[src/rtl/mem_store_buffer.sv]
// rtl/mem_store_buffer.sv - memory-stage store buffer with load forwarding and a single serialized data-memory port
// Stores queue in a small FIFO and drain one per idle cycle; loads forward from the buffer or take one memory read cycle.
module mem_store_buffer #(
   parameter int DEPTH  = 4,
   parameter int ADDR_W = 64,
   parameter int DATA_W = 64
) (
   input  logic                     clk,
   input  logic                     rst_n,
   input  logic                     req_valid,
   output logic                     req_ready,
   input  logic                     req_write,
   input  logic [ADDR_W-1:0]        req_addr,
   input  logic [DATA_W-1:0]        req_wdata,
   output logic                     rsp_valid,
   output logic [DATA_W-1:0]        rsp_rdata,
   output logic [ADDR_W-1:0]        mem_address,
   output logic [DATA_W-1:0]        mem_writeData,
   output logic                     mem_read,
   output logic                     mem_write,
   input  logic [DATA_W-1:0]        mem_readData,
   output logic                     sb_empty,
   output logic [$clog2(DEPTH):0]   sb_count
);

   localparam int PTR_W = $clog2(DEPTH);
   localparam int CNT_W = PTR_W + 1;

   typedef enum logic {
      ST_IDLE = 1'b0,
      ST_LOAD = 1'b1
   } state_t;

   state_t              r_state;
   state_t              w_state_nxt;

   logic [ADDR_W-1:0]   r_addr [DEPTH];
   logic [DATA_W-1:0]   r_data [DEPTH];
   logic [PTR_W-1:0]    r_head;
   logic [PTR_W-1:0]    r_tail;
   logic [CNT_W-1:0]    r_count;
   logic [ADDR_W-1:0]   r_ld_addr;
   logic                r_rsp_valid;
   logic [DATA_W-1:0]   r_rsp_rdata;

   logic                w_accept;
   logic                w_st_acc;
   logic                w_ld_acc;
   logic                w_ld_hit;
   logic                w_ld_miss;
   logic                w_drain;
   logic                w_hit;
   logic [DATA_W-1:0]   w_hit_data;
   logic [PTR_W-1:0]    w_idx;

   assign req_ready = (r_state == ST_IDLE) && (r_count < CNT_W'(DEPTH));
   assign w_accept  = req_valid && req_ready;
   assign w_st_acc  = w_accept && req_write;
   assign w_ld_acc  = w_accept && !req_write;
   assign w_ld_hit  = w_ld_acc && w_hit;
   assign w_ld_miss = w_ld_acc && !w_hit;
   assign w_drain   = (r_state == ST_IDLE) && (r_count != '0);

   assign rsp_valid = r_rsp_valid;
   assign rsp_rdata = r_rsp_rdata;
   assign sb_empty  = (r_count == '0);
   assign sb_count  = r_count;

   // Walk entries oldest to youngest so the last match left standing is the youngest store.
   // The head is still searched while it drains, so its data is never lost to a load.
   always_comb begin
      w_hit      = 1'b0;
      w_hit_data = '0;
      w_idx      = r_head;
      for (int i = 0; i < DEPTH; i++) begin
         w_idx = r_head + PTR_W'(i);
         if ((CNT_W'(i) < r_count) && (r_addr[w_idx] == req_addr)) begin
            w_hit      = 1'b1;
            w_hit_data = r_data[w_idx];
         end
      end
   end

   always_comb begin
      w_state_nxt = r_state;
      case (r_state)
         ST_IDLE: if (w_ld_miss) w_state_nxt = ST_LOAD;
         ST_LOAD: w_state_nxt = ST_IDLE;
         default: w_state_nxt = ST_IDLE;
      endcase
   end

   // The load owns the port in LOAD; otherwise the head store drains. The port is zeroed when unused.
   always_comb begin
      mem_read      = 1'b0;
      mem_write     = 1'b0;
      mem_address   = '0;
      mem_writeData = '0;
      if (r_state == ST_LOAD) begin
         mem_read    = 1'b1;
         mem_address = r_ld_addr;
      end else if (w_drain) begin
         mem_write     = 1'b1;
         mem_address   = r_addr[r_head];
         mem_writeData = r_data[r_head];
      end
   end

   always_ff @(posedge clk or negedge rst_n) begin
      if (!rst_n) begin
         r_state     <= ST_IDLE;
         r_head      <= '0;
         r_tail      <= '0;
         r_count     <= '0;
         r_ld_addr   <= '0;
         r_rsp_valid <= 1'b0;
         r_rsp_rdata <= '0;
      end else begin
         r_state <= w_state_nxt;
         if (w_st_acc) r_tail <= r_tail + PTR_W'(1);
         if (w_drain)  r_head <= r_head + PTR_W'(1);
         case ({w_st_acc, w_drain})
            2'b10:   r_count <= r_count + CNT_W'(1);
            2'b01:   r_count <= r_count - CNT_W'(1);
            default: r_count <= r_count;
         endcase
         r_rsp_valid <= w_ld_hit || (r_state == ST_LOAD);
         if (r_state == ST_LOAD) begin
            r_rsp_rdata <= mem_readData;
         end else if (w_ld_hit) begin
            r_rsp_rdata <= w_hit_data;
         end
         if (w_ld_miss) r_ld_addr <= req_addr;
      end
   end

   // Entry storage needs no reset: occupancy is tracked solely by r_count.
   always_ff @(posedge clk) begin
      if (w_st_acc) begin
         r_addr[r_tail] <= req_addr;
         r_data[r_tail] <= req_wdata;
      end
   end

endmodule
[config.mk]
export PLATFORM = sky130hd
export DESIGN_NAME = mem_store_buffer
export DESIGN_NICKNAME = d
export VERILOG_FILES = /design/src/rtl/mem_store_buffer.sv
export SDC_FILE = /design/constraint.sdc
export NUM_CORES = 2
export LEC_CHECK = 0
export CORE_MARGIN = 3
export CORE_UTILIZATION = 33
export DETAILED_ROUTE_END_ITERATION = 12
export SYNTH_ARGS = -nofsm -noshare
export SYNTH_HDL_FRONTEND = slang
export SYNTH_SLANG_ARGS = --single-unit
[constraint.sdc]
create_clock -name clk -period 5.85 [get_ports clk]
set_input_delay 1.17 -clock clk [delete_from_list [all_inputs] [get_ports clk]]
set_output_delay 1.17 -clock clk [all_outputs]
set_load 0.01 [all_outputs]
# == Yosys cells after proc, flatten, opt, wreduce, memory -nomap -nowiden ==
# Memories as Yosys holds them, arrays and structs flattened.
# Index checks and enable logic that the tools add are counted.
# W data, S select, Z words.
# word_totals
regBits,137
mem_bits_rw,512
in_bits,196
output_inout_bits,200
wordCells,67
n_memories,2
# classes
addsub,6
magnitude_cmp,5
n_eq_ne,6
mux,22
bitwise_logic,1
n_reduce_logical,18
# mem_list
name,depth,width,read_ports,rd_ports_with_merged_regs,write_ports,line_no,rtl
r_addr,4,64,4,0,1,37,logic [ADDR_W-1:0] r_addr [DEPTH];
r_data,4,64,4,0,1,38,logic [DATA_W-1:0] r_data [DEPTH];
# ops
op,n
$mux W64,10
$eq A64 B64 Y1,4
$logic_and A1 B1 Y1,11
$mux W1,10
$lt A1 B3 Y1 const A,2
$lt A2 B3 Y1 const A,2
$pmux W3 S2,1
$add A2 B1 Y2 const B,2
$add A2 B2 Y2 const B,2
$reduce_bool A2 Y1,2
$add A3 B1 Y3 const B,1
$logic_not A3 Y1,1
$lt A3 B3 Y1 const B,1
$reduce_bool A3 Y1,1
$sub A3 B1 Y3 const B,1
$eq A2 B1 Y1 const B,1
$eq A2 B2 Y1 const B,1
$logic_not A1 Y1,2
$pmux W1 S2,1
$logic_or A1 B1 Y1,1
$not A1 Y1,1

# == Longest topological paths before layout ==
# An unclocked memory read counts as a cell.
# logic_depth
word_depth,11
mapped_depth,17
depth_no_buf,10

# == Least setup slack after synthesis ==
# Ideal clock, no wire load.
# synth_path
kind,input to register
from,input port req_write
to,"memory r_addr[0][0], enable pin"
setup_time_ps,502
arrival_ps,4502
required_ps,5348
slack_ps,846
path_stages,3
path_buffers,1
cell_sequence,and3_1 clkbuf_1 and2_1
# synth_between
elab_chain_cells,3
# synth_rtl
item,line_no,rtl
"start, declared",12,"input logic req_write,"
$logic_and A1 B1 Y1,58,assign w_st_acc = w_accept && req_write;
$mux W1,139,if (w_st_acc) begin
$mux W1 (implied by the code),140,r_addr[r_tail] <= req_addr;
"end, declared",37,
# Every way passes these cells.

# == Worst setup path in the final report ==
# layout_path
from,register r_head[1]
to,"register r_rsp_rdata[21], in the netlist rsp_rdata[21]"
# layout_between
elab_chain_cells,9
# layout_rtl
item,line_no,rtl
"start, declared",39,logic [PTR_W-1:0] r_head;
"start signal, assigned",121,if (w_drain) r_head <= r_head + PTR_W'(1);
$add A2 B1 Y2 / $mem_v2 Z4 W64 (equally long branches),n/a,
$mem_v2 Z4 W64 / $eq A64 B64 Y1 (equally long branches),n/a,
$eq A64 B64 Y1 / $logic_and A1 B1 Y1 (equally long branches),77,if ((CNT_W'(i) < r_count) && (r_addr[w_idx] == req_addr)) begin
"$logic_and A1 B1 Y1, or another cell as far along",77,
$mux W64 / $mux W1 (equally long branches) (3 in a row),77,
$mux W64 / $logic_and A1 B1 Y1 (equally long branches),"130, 60",
$mux W64 / $reduce_bool A2 Y1 (equally long branches),n/a,
"end signal, assigned",129,r_rsp_rdata <= mem_readData;
"end signal, assigned",131,r_rsp_rdata <= w_hit_data;
"end, declared",44,logic [DATA_W-1:0] r_rsp_rdata;
# Several ways; a longest one is shown, not always the timed one. The select of a mux whose other input is x is not followed.
# A chain may end at the register's enable or synchronous reset.

==> results.md <==
- Seq/Total Area, Yosys: 47.2%
- Drc violations: 0
- CTS max path bufs: 3
- Post-DP HPWL: 116000 um
- Clock slew at reported path FFs: 60 ps
- HP Class: flop to flop
- Most Frequent Cell on Critical Path: buf_12
- Setup Skew: 33.2 ps
- Worst setup path class: flop to flop
- Avg WL per Cell: 29.9 um
- Warnings, synthesis: 0
- Status: complete, no violations
- Via-to-Cell Ratio: 5.91
- Pre-CTS setup slack: 202 ps
- First-pass GRT wire length: 227000 um
- Share of cells above drive strength 1: 16.1%
- Synth top area share: 38.6%
- Critical path launch point type: flop
- Sequential Area: 18800 sq um
- Core box area: 119000 sq um
- Async set-reset flop share out of synthesis: 21.1%
- Buf/Inv on CP: 3
- Clock Sink Count: 649
- WP data arrival: 6050 ps
- Worst setup path startpoint: r_head[1]
- Leak pwr: 17.4 nW
- Crit path largest cell delay: 1180 ps
- Cell taking the most area after synthesis: edfxtp_1
- Fillers: 11300
- F_max: 183 MHz
- Minimum clock period: 5460 ps
- Fin Setup TNS: 0 ps
- Slew @ Worst Pin: 1360 ps
- Root Buffer: clkbuf_16
- Vias in the first global route: 30600
- Hold path startpoint: rsp_rdata[20]
- H-Tree Depth: 3
- CP max-delay cell: a222oi_1
- Chip width: 353 um
- Commonest non-fill, non-tap cell in the layout: edfxtp_1
- Gr usage total: 24.8%
- IO Port Bufs: 395
- 1st-pass router iterations: 6
- Post-synth EDFFs: 512
- Multi-input logic area: 19400 sq um
- Commonest register cell after synthesis: edfxtp_1
- Placement row count: 126
- Largest net degree at the start of global routing: 228
- Synth area leaders: edfxtp_1 (39%), mux2i_1 (10%), dfrtp_1 (8.6%), mux4_2 (6.7%), xnor2_1 (3.6%)
- Layout Nets: 3874
- Relative slew margins: 9.18%
- Synth Instances: 3300
- Total Wirelength: 160000 um
- Hold Vio Cnt, Final: 0
- RSZ-0062 raised after global routing: no
- CTS buffer count: 74
- Reg-to-Reg Start: r_head[1]
- Fin. max-slew vios: 0
- Critical path cell sequence: buf_12, mux2_2, a222oi_1, o2111ai_1, or4_4, nor4_4, buf_12, o31ai_4, buf_12, a311oi_2, a211o_1
- CTS tree: yes
- Hold Worst Slack: 485 ps
- Die area: 125000 sq um
- Setup bufs post-CTS: 0
- Clk Latency, worst-skew pair: 650 ps
- Cts hold-fix bufs: 0
- Yosys reg bits: 649
- Max Cap Viol: 0
- Initial Util: 33.5%
- Max VDD drop: 366 uV
- Die height: 353 um
- Violation count after the first detailed-route iteration: 3325
- Commonest non-fill, non-tap cells in the layout: edfxtp_1 (512), mux2i_1 (400), clkdlybuf4s50_1 (394)
- Synthesized area per cell: 12.1 sq um
- Grt total ovfl: 0
- Initial antenna violation count: 19
- Via count: 31600
- CP required: 6440 ps
- Routed Antenna Nets: 0
- Final setup margin: 391 ps
- Final Core Density: 40.9%
- Syn_nets: 3505
- Routability cong.: 1.06
- Top Ports: 396
- Post-CTS Resized: 0
- Final setup viols: 0
- Delay-heaviest family, CP: compound AO/OA/AOI/OAI gates
- CP endpoint kind: flop
- Crit Path Max Fanout: 54
- Synth-to-Final Area Change: 22.0%
- Post-synth cell types: 81
- Power density cells: 498 nW/um^2
- Fin crit share: 93.3%
- Post-synthesis instance area: 39800 sq um
-- flip-flops by register name, indices dropped and copies added, names as in the netlist --
name and cells:
r_head 2, rsp_valid 1, r_data 256, r_ld_addr 64, r_state 1, r_tail 2
r_addr 256, rsp_rdata 64, sb_count 3
-- power breakdown --
| group | internal, W | switching (W) | total, W |
|---|---|---|---|
| clock | 0.00255 | 0.00198 | 0.00453 |
| combinational | 0.00576 | 0.00758 | 0.0133 |
| sequential | 0.00573 | 0.000611 | 0.00634 |
-- path summary, 6_finish.rpt --
path	endpoint	slack, ps	cells past startpoint
setup reg to reg	rsp_rdata[21]	390	11
max in group asynchronous	r_state	4060	2
setup / recovery	rsp_rdata[21]	390	11
min in group asynchronous	r_ld_addr[52]	510	1
hold / removal	rsp_rdata[20]	490	1
hold reg to reg	rsp_rdata[20]	490	1
-- metal layers --
layer | global-route usage (%) | vias up | part of all wire [%]
met2 | 38.3 | 1575 | 45
li1 | - | 13600 | -
met5 | 0 | - | 0.011
met4 | 12.3 | 2 | 5.3
met3 | 5.26 | 354 | 8.6
met1 | 32.9 | 16100 | 41
-- cells in the mapped netlist (17+ instances only) --
cell	count
nand2_1	302
and2_1	79
a21oi_1	150
nor2_1	167
edfxtp_1	512
o21ai_0	36
a22o_1	41
or4_1	17
clkbuf_1	140
o2111ai_1	17
buf_6	26
a32o_1	27
a311oi_2	60
nand4_1	56
nor4_1	25
buf_1	25
xnor2_1	163
nor3_1	24
mux4_2	118
buf_2	65
dfrtp_1	137
buf_4	34
mux2_1	54
mux2i_1	400
mux2_2	101
a211o_1	66
xor2_1	23
o211ai_1	74
o2bb2ai_1	23
nand3b_1	64
inv_1	29
o22ai_1	28
-- cell type report --
| cell class | count | area share, % |
|---|---|---|
| Antenna cell | 20 | 0.103 |
| Clock buffer | 105 | 4.20 |
| Clock inverter | 32 | 0.611 |
| Inverter | 31 | 0.250 |
| Multi-Input combinational cell | 2330 | 40.0 |
| Sequential cell | 649 | 38.7 |
| Tap cell | 1600 | 4.12 |
| Timing Repair Buffer | 583 | 12.0 |
-- metrics by stage --
step | instances | area, sq um | power, W
global placement | 5193 | 46200 | 0.0196
CTS | 5330 | 48500 | 0.0242
finish | 5350 | 48600 | 0.0242
detailed placement | 5193 | 46200 | 0.0196
floorplan | 3300 | 39800 | 0.0140
global route | 5345 | 48600 | 0.0252
-- logic make-up after synthesis --
logic type,count (synthesis),share of synthesized area [%]
adders and majority gates,9,0.283
muxes,673,21.1
and+or+nand+nor,816,10.2
AOI/OAI and AO/OA,646,13.0
xor gates and xnor gates,186,4.09
DFF,649,47.2
buffers and inverters,321,4.04
(Power assumes the default switching activity.)
